**src/rtl/key_pkg.sv**
```systemverilog
// rtl/key_pkg.sv - shared FSM/classifier types, keypad geometry and frame classifier
package key_pkg;

    localparam int NUM_ROWS = 4;
    localparam int NUM_COLS = 4;
    localparam int NUM_KEYS = NUM_ROWS * NUM_COLS;

    typedef enum logic [1:0] {
        IDLE,
        DEBOUNCE,
        PRESSED,
        RELEASE
    } state_t;

    typedef enum logic [1:0] {
        KIND_NONE,
        KIND_SINGLE,
        KIND_MULTI
    } kind_t;

    typedef struct packed {
        kind_t      kind;
        logic [3:0] code;
    } class_t;

    // Frame bit index is col*NUM_ROWS + row; the reported code is row*NUM_COLS + col.
    function automatic class_t key_classify(input logic [NUM_KEYS-1:0] frame);
        class_t      res;
        int unsigned hits;
        res.kind = KIND_NONE;
        res.code = '0;
        hits     = 0;
        for (int i = 0; i < NUM_KEYS; i++) begin
            if (frame[i]) begin
                hits     = hits + 1;
                res.code = 4'((i % NUM_ROWS) * NUM_COLS + (i / NUM_ROWS));
            end
        end
        if (hits == 1) begin
            res.kind = KIND_SINGLE;
        end else if (hits > 1) begin
            res.kind = KIND_MULTI;
        end
        return res;
    endfunction

endpackage

```
**src/rtl/key_scan_timer.sv**
```systemverilog
// rtl/key_scan_timer.sv - column-slot prescaler and column counter for key_scan_4x4
module key_scan_timer
    import key_pkg::*;
#(
    parameter int SCAN_DIV = 12500
) (
    input  logic       clk,
    input  logic       rst_n,
    output logic       tick,
    output logic [1:0] col,
    output logic       frame_end
);

    localparam int            PW   = (SCAN_DIV > 1) ? $clog2(SCAN_DIV) : 1;
    localparam logic [PW-1:0] LAST = PW'(SCAN_DIV - 1);

    logic [PW-1:0] presc;

    assign tick      = (presc == LAST);
    assign frame_end = tick && (col == 2'(NUM_COLS - 1));

    // Prescaler: one tick per column slot.
    always_ff @(posedge clk or negedge rst_n) begin
        if (!rst_n) begin
            presc <= '0;
        end else if (tick) begin
            presc <= '0;
        end else begin
            presc <= presc + PW'(1);
        end
    end

    // Column counter: advances on tick; the 2-bit width gives the 3->0 wrap.
    always_ff @(posedge clk or negedge rst_n) begin
        if (!rst_n) begin
            col <= 2'd0;
        end else if (tick) begin
            col <= col + 2'd1;
        end
    end

endmodule

```
**src/rtl/key_scan_4x4.sv**
```systemverilog
// rtl/key_scan_4x4.sv - 4x4 keypad scanner with per-frame debounce; auto-repeat under KEY_SCAN_REPEAT_EN
module key_scan_4x4
    import key_pkg::*;
#(
    parameter int SCAN_DIV        = 12500,
    parameter int DEBOUNCE_FRAMES = 3,
    parameter int REPEAT_DELAY    = 40,
    parameter int REPEAT_RATE     = 10
) (
    input  logic       clk,
    input  logic       rst_n,
    input  logic [3:0] key_row,
    output logic [3:0] key_col,
    output logic [3:0] key_code,
    output logic       key_valid,
    output logic       key_down
);

    localparam logic [3:0] DEB_LAST = 4'(DEBOUNCE_FRAMES);

    if (SCAN_DIV < 4) begin : g_chk_div
        $error("key_scan_4x4: SCAN_DIV must be at least 4");
    end
    if (DEBOUNCE_FRAMES < 1 || DEBOUNCE_FRAMES > 15) begin : g_chk_deb
        $error("key_scan_4x4: DEBOUNCE_FRAMES must be 1..15");
    end
    if (REPEAT_DELAY < 1 || REPEAT_RATE < 1) begin : g_chk_rep
        $error("key_scan_4x4: REPEAT_DELAY and REPEAT_RATE must be at least 1");
    end

    logic                tick;
    logic                frame_end;
    logic [1:0]          col;
    logic [3:0]          row_meta;
    logic [3:0]          row_sync;
    logic [NUM_KEYS-1:0] frame;
    logic [NUM_KEYS-1:0] frame_next;
    class_t              cls;

    state_t     state, state_next;
    logic [3:0] cnt, cnt_next;
    logic [3:0] cand, cand_next;
    logic [3:0] code_next;
    logic       valid_next;

    key_scan_timer #(
        .SCAN_DIV (SCAN_DIV)
    ) u_timer (
        .clk       (clk),
        .rst_n     (rst_n),
        .tick      (tick),
        .col       (col),
        .frame_end (frame_end)
    );

    assign key_col  = ~(4'b0001 << col);
    assign key_down = (state == PRESSED) || (state == RELEASE);

    // Two-flop synchronizer for the asynchronous row lines (idle level is all-high).
    always_ff @(posedge clk or negedge rst_n) begin
        if (!rst_n) begin
            row_meta <= 4'hF;
            row_sync <= 4'hF;
        end else begin
            row_meta <= key_row;
            row_sync <= row_meta;
        end
    end

    // Frame image including the slot being sampled this tick; classified at frame end.
    always_comb begin
        frame_next                        = frame;
        frame_next[{col, 2'b00} +: NUM_ROWS] = ~row_sync;
    end

    assign cls = key_classify(frame_next);

    // Frame register: collects one column of pressed rows per tick.
    always_ff @(posedge clk or negedge rst_n) begin
        if (!rst_n) begin
            frame <= '0;
        end else if (tick) begin
            frame <= frame_next;
        end
    end

`ifdef KEY_SCAN_REPEAT_EN
    logic [15:0] rep_cnt, rep_cnt_next;
    logic        rep_first, rep_first_next;

    // Repeat counter: held frames since acceptance or since the last repeat pulse.
    always_ff @(posedge clk or negedge rst_n) begin
        if (!rst_n) begin
            rep_cnt   <= '0;
            rep_first <= 1'b1;
        end else begin
            rep_cnt   <= rep_cnt_next;
            rep_first <= rep_first_next;
        end
    end
`endif

    // Debounce FSM state and output registers.
    always_ff @(posedge clk or negedge rst_n) begin
        if (!rst_n) begin
            state     <= IDLE;
            cnt       <= 4'd0;
            cand      <= 4'd0;
            key_code  <= 4'd0;
            key_valid <= 1'b0;
        end else begin
            state     <= state_next;
            cnt       <= cnt_next;
            cand      <= cand_next;
            key_code  <= code_next;
            key_valid <= valid_next;
        end
    end

    // Debounce FSM next-state logic; only frame-end ticks move it.
    always_comb begin
        state_next = state;
        cnt_next   = cnt;
        cand_next  = cand;
        code_next  = key_code;
        valid_next = 1'b0;
`ifdef KEY_SCAN_REPEAT_EN
        rep_cnt_next   = rep_cnt;
        rep_first_next = rep_first;
`endif
        if (frame_end) begin
            case (state)
                IDLE: begin
                    if (cls.kind == KIND_SINGLE) begin
                        cand_next = cls.code;
                        cnt_next  = 4'd1;
                        if (DEB_LAST == 4'd1) begin
                            code_next  = cls.code;
                            valid_next = 1'b1;
                            state_next = PRESSED;
`ifdef KEY_SCAN_REPEAT_EN
                            rep_cnt_next   = '0;
                            rep_first_next = 1'b1;
`endif
                        end else begin
                            state_next = DEBOUNCE;
                        end
                    end
                end
                DEBOUNCE: begin
                    if (cls.kind != KIND_SINGLE) begin
                        state_next = IDLE;
                    end else if (cls.code != cand) begin
                        cand_next = cls.code;
                        cnt_next  = 4'd1;
                    end else begin
                        cnt_next = cnt + 4'd1;
                        if (cnt + 4'd1 == DEB_LAST) begin
                            code_next  = cand;
                            valid_next = 1'b1;
                            state_next = PRESSED;
`ifdef KEY_SCAN_REPEAT_EN
                            rep_cnt_next   = '0;
                            rep_first_next = 1'b1;
`endif
                        end
                    end
                end
                PRESSED: begin
                    if (cls.kind == KIND_NONE) begin
                        cnt_next   = 4'd1;
                        state_next = (DEB_LAST == 4'd1) ? IDLE : RELEASE;
                    end else begin
`ifdef KEY_SCAN_REPEAT_EN
                        rep_cnt_next = rep_cnt + 16'd1;
                        if (rep_cnt + 16'd1 == (rep_first ? 16'(REPEAT_DELAY) : 16'(REPEAT_RATE))) begin
                            valid_next     = 1'b1;
                            rep_cnt_next   = '0;
                            rep_first_next = 1'b0;
                        end
`endif
                    end
                end
                RELEASE: begin
                    if (cls.kind == KIND_NONE) begin
                        cnt_next = cnt + 4'd1;
                        if (cnt + 4'd1 == DEB_LAST) begin
                            state_next = IDLE;
                        end
                    end else begin
                        state_next = PRESSED;
                    end
                end
                default: state_next = IDLE;
            endcase
        end
    end

endmodule

```
**config.mk**
```make
export PLATFORM = sky130hd
export DESIGN_NAME = key_scan_4x4
export DESIGN_NICKNAME = d
export VERILOG_FILES = /design/src/rtl/key_pkg.sv /design/src/rtl/key_scan_timer.sv /design/src/rtl/key_scan_4x4.sv
export SDC_FILE = /design/constraint.sdc
export NUM_CORES = 1
export LEC_CHECK = 0
export CORE_MARGIN = 4
export CORE_UTILIZATION = 45
export CTS_BUF_LIST = sky130_fd_sc_hd__clkbuf_8
export DETAILED_ROUTE_END_ITERATION = 12
export PLACE_DENSITY = 0.6
export SYNTH_ARGS = -nofsm -noshare
export SYNTH_HDL_FRONTEND = slang
export SYNTH_SLANG_ARGS = --single-unit
export TNS_END_PERCENT = 20
```
**constraint.sdc**
```tcl
create_clock -name clk -period 23.6 [get_ports clk]
set_clock_uncertainty 0.2 [all_clocks]
set_input_delay 4.72 -clock clk [delete_from_list [all_inputs] [get_ports clk]]
set_output_delay 4.72 -clock clk [all_outputs]
set_load 0.01 [all_outputs]
```
==> results of run 1 <==
[kinds of logic after synthesis]
kind of cell / Yosys count / share of synthesized area
AO/OA/AOI/OAI: 150 / 0.2129
multiplexers: 15 / 0.03750
buffers and inverters: 38 / 0.03020
XOR/XNOR: 64 / 0.1452
flip-flops: 55 / 0.2789
adder cells (fa/ha/maj): 22 / 0.05537
AND/OR/NAND/NOR: 227 / 0.2399
[power breakdown]
group | switching [mW] | internal, mW
Clock | 0.0384 | 0.0225
Combinational | 0.0224 | 0.0164
Sequential | 0.000805 | 0.0955
Total | 0.0616 | 0.134
[worst paths after layout]
check / from / end / slack, ns
setup / recovery: u_timer.col[0] / cnt[1] / 11.78
hold / removal: row_meta[1] / row_sync[1] / 0.15
setup reg to reg: u_timer.col[0] / cnt[1] / 11.78
hold reg to reg: row_meta[1] / row_sync[1] / 0.15
max in group asynchronous: rst_n / frame[14] / 18.40
min in group asynchronous: rst_n / state[0] / 4.31
[cells in the final DEF, fill, tap and decap left out, drive strengths merged, types with 12 or more instances in the layout]
master	n
nand3	26
ha	22
xor2	17
a21oi	27
nor2	52
mux2	13
dfrtp	47
inv	23
xnor2	39
a31oi	14
clkdlybuf4s50	14
nor2b	12
nand2	54
nor3	13
o21ai	34
[flip-flops by register name (all words and copies together) (netlist names)]
register	flops
frame	16
u_timer.presc	14
cand	4
cnt	4
key_code	4
row_meta	4
row_sync	4
state	2
u_timer.col	2
key_valid	1
[stage by stage]
step / hold WS [ns] / setup WS, ns
finish: 0.1531 / 11.78
detailed placement: 0.1468 / 11.87
floorplan: 0.1452 / 13.04
global placement: 0.1454 / 12.32
CTS: 0.1552 / 11.80
global route: 0.1546 / 10.75
[layer usage]
| metal | part of all wire | GRT usage |
|---|---|---|
| met3 | 0.022 | 0.02620 |
| met4 | 0.014 | 0.04567 |
| met2 | 0.47 | 0.3203 |
| met1 | 0.49 | 0.2501 |
| met5 | 0 | 0 |
[layout make-up]
cell class	count	area [µm²]
Clock inverter	3	33.78
Fill cell	1039	5507
Sequential cell	55	1386
Multi-Input combinational cell	478	3435
Timing Repair Buffer	16	152.6
Tap cell	140	175.2
Clock buffer	5	68.82
Inverter	22	82.58
[worst max-delay path, delay by kind of cell, from the launching register on]
kind                       cells  cell delay, ns
AOI/OAI and AO/OA             13            2.24
and+or+nand+nor               22            2.74
muxes                          3            0.70
DFF                            1            0.64
adders and majority gates     15            4.84
buffers and inverters          3            0.36
==> flow_metrics.py, run 1 <==
metrics = {
    "run_status": {
        "status": "completed",
    },
    "routing": {
        "via_count": 4121,
        "dr.pass1.iters": 4,
        "initialDrtViolationCount": 305,
        "via_per_inst": 5.732,
        "ant_nets": 0,
        "wire_per_inst_um": 15.95,
        "route.detailed.drc": 0,
        "drt-total-wl_um": 11470,
    },
    "global_route": {
        "grt_pass1_vias": 4106,
        "grtUsageTotal": 0.1870,
        "globalRoute.totalOverflow": 0,
        "antenna_found_initial": 0,
        "grt_max_degree": 56,
        "grt_pass1_wl_um": 19750,
    },
    "power": {
        "leakagePower_nw": 2.230,
        "powerDensity_mw_per_mm2": 36.75,
        "power_mw": 0.1960,
        "vdd_drop_max_mv": 0.04912,
    },
    "sta": {
        "finalCritPeriodShare": 0.5010,
        "setup_viol": 0,
        "worstMarginPinSlew_ns": 1.079,
        "tns_ns": 0,
        "fin_crit_ns": 11.82,
        "rsz0062_at_grt": "no",
        "finalHoldViolCount": 0,
        "slew_viol_final": 0,
        "fmax_mhz": 84.57,
        "max_slew_margin": 0.2785,
    },
    "floorplanning": {
        "dieArea_mm2": 0.01279,
        "initial_core_util": 0.4586,
        "die_y_um": 113.1,
        "coreArea_mm2": 0.01084,
        "die_w_um": 113.1,
        "pin_count": 16,
        "fp-row-count": 38,
    },
    "synthesis": {
        "synthCells": 571,
        "yosysSeqAreaShare": 0.2789,
        "synth_edf_count": 0,
        "yosysTopAreaCell": "dfrtp_1",
        "netlist_area_mm2": 0.004971,
        "ys_top_cells_by_area": "dfrtp_1, xnor2_1, ha_1",
        "yosysWarnings": 0,
        "synth.most_common_cell": "nand2_1",
        "ys_async_sr_fraction": 1.000,
        "ys_ff_latch": 55,
        "synth_fp_nets": 599,
        "synth_cell_types": 85,
        "yosys.area.top_type_share": 0.2366,
        "ys.flop_type": "dfrtp_1",
        "ys_top_cells_by_count": "nand2_1, nor2_1, dfrtp_1, xnor2_1, o21ai_0",
        "syn_avg_cell_area_um2": 8.706,
    },
    "layout": {
        "drive_above_1_share": 0.1088,
        "area_growth_pct": 7.299,
        "fin_area_mm2": 0.005334,
        "final_util": 0.4920,
        "nNetsFinal": 606,
        "fin_cells": 719,
        "n_antenna_cell": 0,
    },
    "clocking": {
        "path_clk_slew_ns": 0.12,
        "cts_sinks": 55,
        "cts-resized-gates": 0,
        "clk_root_buffer_cell": "clkbuf_8",
        "postCtsHoldBufs": 0,
        "cts_buffers": 5,
        "cts_tree": "yes",
        "cts_setup_buffers": 0,
        "htreeDepth": 2,
        "cts_buffer_depth": 2,
        "worst_skew_pair.late_latency_ns": 0.34,
    },
    "placed_design": {
        "placed_cells": 711,
        "gp_congestion": 0.8655,
        "port-buffer-count": 15,
        "place_hpwl_um": 8715,
        "placed_area_mm2": 0.005231,
    },
    "run": {
        "maxCapViolations": 0,
    },
    "worst_setup_path": {
        "reg2reg_depth": 56,
        "cp_slowest_cell": "dfrtp_1",
        "required_ns": 23.64,
        "max_stage_delay_ns": 0.64,
        "worstSetupPathType": "flip-flop to flip-flop",
        "setup.worst_path.end_class": "flip-flop",
        "cp_common_cell": "ha_1",
        "cp_data_arrival_time_ns": 11.86,
        "start_kind": "flip-flop",
        "worstPathMaxFanout": 12,
    },
    "min_path": {
        "worstHoldPathType": "flip-flop to flip-flop",
        "hold_depth": 0,
    },
}
Power figures use the tool's default switching activity.
==> inputs of run 2 (changes only) <==
--- a/config.mk
+++ b/config.mk
@@ -9,7 +9,7 @@
 export CORE_UTILIZATION = 45
 export CTS_BUF_LIST = sky130_fd_sc_hd__clkbuf_8
 export DETAILED_ROUTE_END_ITERATION = 12
-export PLACE_DENSITY = 0.6
+export PLACE_DENSITY = 0.62
 export SYNTH_ARGS = -nofsm -noshare
 export SYNTH_HDL_FRONTEND = slang
 export SYNTH_SLANG_ARGS = --single-unit
==> constraint.sdc (replaced) <==
create_clock -name clk -period 10.3 [get_ports clk]
set_clock_uncertainty 0.2 [all_clocks]
set_input_delay 2.06 -clock clk [delete_from_list [all_inputs] [get_ports clk]]
set_output_delay 2.06 -clock clk [all_outputs]
set_load 0.01 [all_outputs]
==> run 2 against run 1 <==
Non-clock buffer count is 42 higher. Highest routed layer unchanged. Critical path type unchanged. Register-to-register slack worse by 11 ns. Largest cell class unchanged. Power is 140% higher. Count of clock-buffer cells in the layout stayed put. Utilization is 5.8 points higher.
==> flow_metrics.py, run 2 (synthesis results as in run 1) <==
metrics = {
    "run": {
        "maxCapViolations": 0,
    },
    "clocking": {
        "cts_buffer_depth": 2,
        "worst_skew_pair.late_latency_ns": 0.33,
        "cts_sinks": 55,
        "htreeDepth": 2,
        "cts_tree": "yes",
        "path_clk_slew_ns": 0.13,
        "cts_buffers": 5,
        "postCtsHoldBufs": 0,
        "clk_root_buffer_cell": "clkbuf_8",
    },
    "layout": {
        "final_cell_mix": "nor2_1, dfrtp_1, nand2_1",
        "final_util": 0.5500,
        "final_common_cell": "nor2_1",
        "area_growth_pct": 19.93,
        "largest_register_ffs": 16,
        "nNetsFinal": 648,
        "top_regs": "frame x16, u_timer.presc x14",
        "drive_above_1_share": 0.2399,
        "regMostFlops": "frame",
        "fin_area_mm2": 0.005962,
        "n_antenna_cell": 0,
    },
    "power": {
        "leakagePower_nw": 2.498,
        "powerDensity_mw_per_mm2": 80.36,
        "vdd_drop_max_mv": 0.09380,
    },
    "floorplanning": {
        "fp-row-count": 38,
        "die_w_um": 113.1,
        "initial_core_util": 0.4586,
        "dieArea_mm2": 0.01279,
        "pin_count": 16,
        "coreArea_mm2": 0.01084,
        "die_y_um": 113.1,
    },
    "worst_setup_path": {
        "r2r_slack_ns": 0.37,
        "worstPathMaxFanout": 4,
        "reg2reg_depth": 55,
        "cp_common_cell": "ha_1",
        "required_ns": 10.31,
        "max_stage_delay_ns": 0.42,
        "cp_num_buf_inv": 6,
        "critical-path-top-delay-family": "adder cells",
        "cp_slowest_cell": "dfrtp_1",
        "worstReg2RegStart": "u_timer.col[1]",
        "worstSetupPathType": "flip-flop to flip-flop",
        "setup.worst_path.end_class": "flip-flop",
        "rr_endpoint": "key_code[2]",
        "start_kind": "flip-flop",
        "cp_data_arrival_time_ns": 9.94,
    },
    "placed_design": {
        "place_hpwl_um": 8713,
        "placed_area_mm2": 0.005319,
        "gp_congestion": 0.8633,
        "port-buffer-count": 15,
        "pre_cts_slack_ns": -0.2632,
    },
    "global_route": {
        "grt_pass1_vias": 4222,
        "globalRoute.totalOverflow": 0,
        "antenna_found_initial": 0,
        "grt_max_degree": 56,
        "grtUsageTotal": 0.1913,
        "grt_pass1_wl_um": 20430,
    },
    "min_path": {
        "worstHoldPathType": "flip-flop to flip-flop",
        "hold_depth": 0,
        "hold_end": "row_sync[0]",
        "worstHoldStart": "row_meta[0]",
    },
    "sta": {
        "fin_ws_ns": 0.3701,
        "rsz0062_at_grt": "yes",
        "finalHoldViolCount": 0,
        "slew_viol_final": 0,
        "setup_viol": 0,
        "max_slew_margin": 0.2616,
        "fmax_mhz": 100.7,
        "finalCritPeriodShare": 0.9641,
        "fin_crit_ns": 9.930,
        "worstMarginPinSlew_ns": 1.105,
    },
    "routing": {
        "route.detailed.drc": 0,
        "ant_nets": 0,
        "via_count": 4435,
        "dr.pass1.iters": 4,
        "drt-total-wl_um": 12310,
        "initialDrtViolationCount": 329,
        "wire_per_inst_um": 16.17,
        "via_per_inst": 5.828,
    },
    "run_status": {
        "status": "completed",
    },
}
==> run 2: area by class of cell <==
class,instances,area (µm²)
clock buffers,5,68.82
clock inverters,3,31.28
fillers,1000,4878
inverters,22,86.33
multi-input cells,478,3742
flip-flops and latches,55,1386
well taps,140,175.2
repair buffers,58,471.7
==> run 2: repair_timing <==
item                                    CTS  global route
endpoints found under the setup margin   13            15
buffers inserted                         10            23
pin swaps                                11            37
gates resized for setup                  12            49
==> run 2: through the flow <==
stage	power, mW	std cells	hold slack [ns]	setup TNS (ns)
2_1_floorplan	0.2931	571	0.1452	0
3_3_place_gp	0.3148	721	0.1455	0
3_5_place_dp	0.3183	721	0.1468	-2.451
4_1_cts	0.4622	739	0.1651	0
5_1_grt	0.5081	761	0.1710	-2.250
6_report	0.4791	761	0.1647	0
==> run 2: where the power goes <==
part / internal, mW / switching (mW) / total, mW
Clock: 0.0519 / 0.0807 / 0.133
Combinational: 0.0609 / 0.0650 / 0.126
Sequential: 0.219 / 0.00186 / 0.221
Total: 0.332 / 0.148 / 0.479
==> run 2: metal layers <==
layer  share of wire  GRT usage
met1            0.47     0.2531
met2            0.49     0.3333
met3           0.028    0.02086
met4           0.016    0.05048
met5               0          0
==> run 2: worst max-delay path by stage <==
stage / from / to / slack [ns] / cells after the start
after floorplan: u_timer.col[0] / cnt[1] / 0.01 / 55
after global placement: u_timer.col[1] / key_code[1] / 0.1 / 53
after detailed placement: u_timer.col[1] / key_code[1] / -0.26 / 56
after CTS: u_timer.col[1] / key_code[2] / 0.01 / 53
after global routing: u_timer.col[1] / key_code[0] / -0.21 / 57
final: u_timer.col[1] / key_code[2] / 0.37 / 55
==> patch (flow settings as in run 1) <==
The option `KEY_SCAN_REPEAT_EN` is turned on by a define.
--- a/src/rtl/key_scan_4x4.sv
+++ b/src/rtl/key_scan_4x4.sv
@@ -1,3 +1,5 @@
 // rtl/key_scan_4x4.sv - 4x4 keypad scanner with per-frame debounce; auto-repeat under KEY_SCAN_REPEAT_EN
+`define KEY_SCAN_REPEAT_EN
+
 module key_scan_4x4
     import key_pkg::*;
Function: no difference found for any inputs over 10 cycles, from zero or initial values and one cycle with rst_n low; that may be too few to reach the edited logic, so the function may still have changed.
==> patch against run 1 <==
- cell area increased by 22%
- routed wire length increased by 22%
- fmax decreased by 14%
- die area increased by 20%
- sequential cell count increased by 17
- synthesized area increased by 22%
- sequential share of layout area increased by 1.8 points
- final cell count increased by 25%
- count of clock-buffer cells in the layout increased by 4
- total power increased by 39%
- worst hold slack got worse by 5.6 ps
- setup slack got worse by 1900 ps
- largest power group unchanged
- critical endpoint unchanged
- combinational power decreased by 4%
- highest routed layer unchanged
==> patch: results (changes against run 1) <==
[power] highest ir drop seen on vdd 0.0334 mV [was 0.0491 mV]
[finish] fill cell count 1,255 [was 1,039]
[clock_network] number of CTS-inserted buffers 9 [was 5]
[clock_network] number of levels the H-tree was split into 3 [was 2]
[setup_path] r2r setup slk 9880 ps [was 11,780 ps]
[hold_path] worst min-delay path endpoint row_sync[3] [was row_sync[1]]
[global_routing] GRT Overall Usage 19.3% [was 18.7%]
[setup_path] Max FO, Critical Path 14 [was 12]
[logic_synthesis] Synth top area share 26.0% [was 23.7%]
[hold_path] origin of the worst min-delay path row_meta[3] [was row_meta[1]]
[logic_synthesis] Post-Syn Nets 744 [was 599]
[global_routing] pin count of the biggest net entering global routing 73 [was 56]
[place] weighted congestion reported at the end of routability-driven placement 0.876 [was 0.866]
[setup_path] biggest cell delay along the critical path 840 ps [was 640 ps]
[clock_network] Clk pin slew, worst setup/hold paths 80 ps [was 120 ps]
[finish] Final Net Count 748 [was 606]
[global_routing] vias in the first global route 4,846 [was 4,106]
[drt] Via Count 5,165 [was 4,121]
[outcome] run status complete, no violations [unchanged]
[place] worst-case setup slack after placement 10,070 ps [was 11,870 ps]
[setup_path] Arrival @ worst endpoint 13,760 ps [was 11,860 ps]
[finish] biggest registers after layout frame (16), rep_cnt (16), u_timer.presc (14) [was frame (16), u_timer.presc (14)]
[finish] share of layout cells above drive strength 1 8.75% [was 10.9%]
[logic_synthesis] leading post-synthesis cells by cell area sky130_fd_sc_hd__dfrtp_1, sky130_fd_sc_hd__ha_1, sky130_fd_sc_hd__xnor2_1, sky130_fd_sc_hd__nand2_1, sky130_fd_sc_hd__nor2_1 [was sky130_fd_sc_hd__dfrtp_1, sky130_fd_sc_hd__xnor2_1, sky130_fd_sc_hd__ha_1, sky130_fd_sc_hd__dfstp_2, sky130_fd_sc_hd__nand2_1]
[setup_path] R2R depth 60 [was 56]
[global_routing] global-route wire length before repair 24,000 µm [was 19,800 µm]
[place] total half-perimeter wirelength after legalization and detailed placement 10,500 µm [was 8720 µm]
[power] NetSw 0.0727 mW [was 0.0616 mW]
[drt] DR pass1 iterations 5 [was 4]
[logic_synthesis] most frequent cells after synthesis sky130_fd_sc_hd__nand2_1, sky130_fd_sc_hd__nor2_1, sky130_fd_sc_hd__dfrtp_1 [unchanged]
## patch: changes by cell type after synthesis, moves of 6 or more
cell / change
sky130_fd_sc_hd__o211ai_1: +7
sky130_fd_sc_hd__dfrtp_1: +16
sky130_fd_sc_hd__nor3_1: +8
sky130_fd_sc_hd__o21ai_1: +6
sky130_fd_sc_hd__o21ai_0: +15
sky130_fd_sc_hd__nor2_1: +16
sky130_fd_sc_hd__or3_1: +8
sky130_fd_sc_hd__o2bb2ai_1: +6
sky130_fd_sc_hd__a31o_2: -8
sky130_fd_sc_hd__and3_1: +8
sky130_fd_sc_hd__nand2_1: +19
## patch: layer usage
layer,track usage [%],up-vias,wire length [µm],share of wire (%)
met5,0,-,0,0
met4,4.93,0,211,1.5
met3,2.82,14,364,2.6
met2,30.0,76,6300,45
met1,28.2,2470,7090,51
li1,-,2605,-,-
## patch: power by group through the flow
stage	clock (mW)	combinational, mW	sequential (mW)
after floorplan	0	0.0293	0.127
after global placement	0	0.0364	0.128
after detailed placement	0	0.0371	0.128
after CTS	0.113	0.0374	0.126
after global routing	0.119	0.0419	0.126
final	0.110	0.0372	0.126
## patch: cell type report
cell class | count | share of cell area [%]
flip-flops and latches | 72 | 27.7
repair buffers | 16 | 2.37
inverters | 25 | 1.44
clock inverters | 7 | 1.47
clock buffers | 9 | 1.90
multi-input cells | 591 | 61.7
well taps | 176 | 3.37
## patch: worst max-delay path by stage
stage | to | cells past startpoint | from | slack (ps)
final | cnt[1] | 60 | u_timer.col[0] | 9880
after global routing | cnt[0] | 60 | u_timer.col[0] | 8640
after CTS | cnt[1] | 60 | u_timer.col[0] | 10010
after detailed placement | cnt[0] | 60 | u_timer.col[0] | 10070
after global placement | cnt[0] | 60 | u_timer.col[0] | 10510
after floorplan | cnt[0] | 63 | u_timer.col[0] | 11590
## patch: critical path: cells and delay by family, from the launching register on
family                   cells  cell delay (ps)
AO/OA/AOI/OAI               17             3410
adder cells (fa/ha/maj)     15             4820
AND/OR/NAND/NOR             20             3380
flip-flops                   1              650
multiplexers                 2              610
buffers and inverters        6              540
## patch: cell families after synthesis
logic type	after synthesis	share of synthesized area, %
buffers and inverters	48	3.47
xor gates and xnor gates	58	9.92
AOI/OAI and AO/OA	180	20.4
adders and majority gates	29	5.91
DFF	72	29.9
muxes	18	3.22
and+or+nand+nor	306	27.2
## patch: through the flow
stage               hold WS (ps)  power (mW)  cell area (µm²)  instances
global route                 153       0.286             6530        896
floorplan                    145       0.157             6050        711
finish                       148       0.273             6530        896
CTS                          156       0.276             6530        896
detailed placement           148       0.165             6310        880
global placement             146       0.164             6310        880
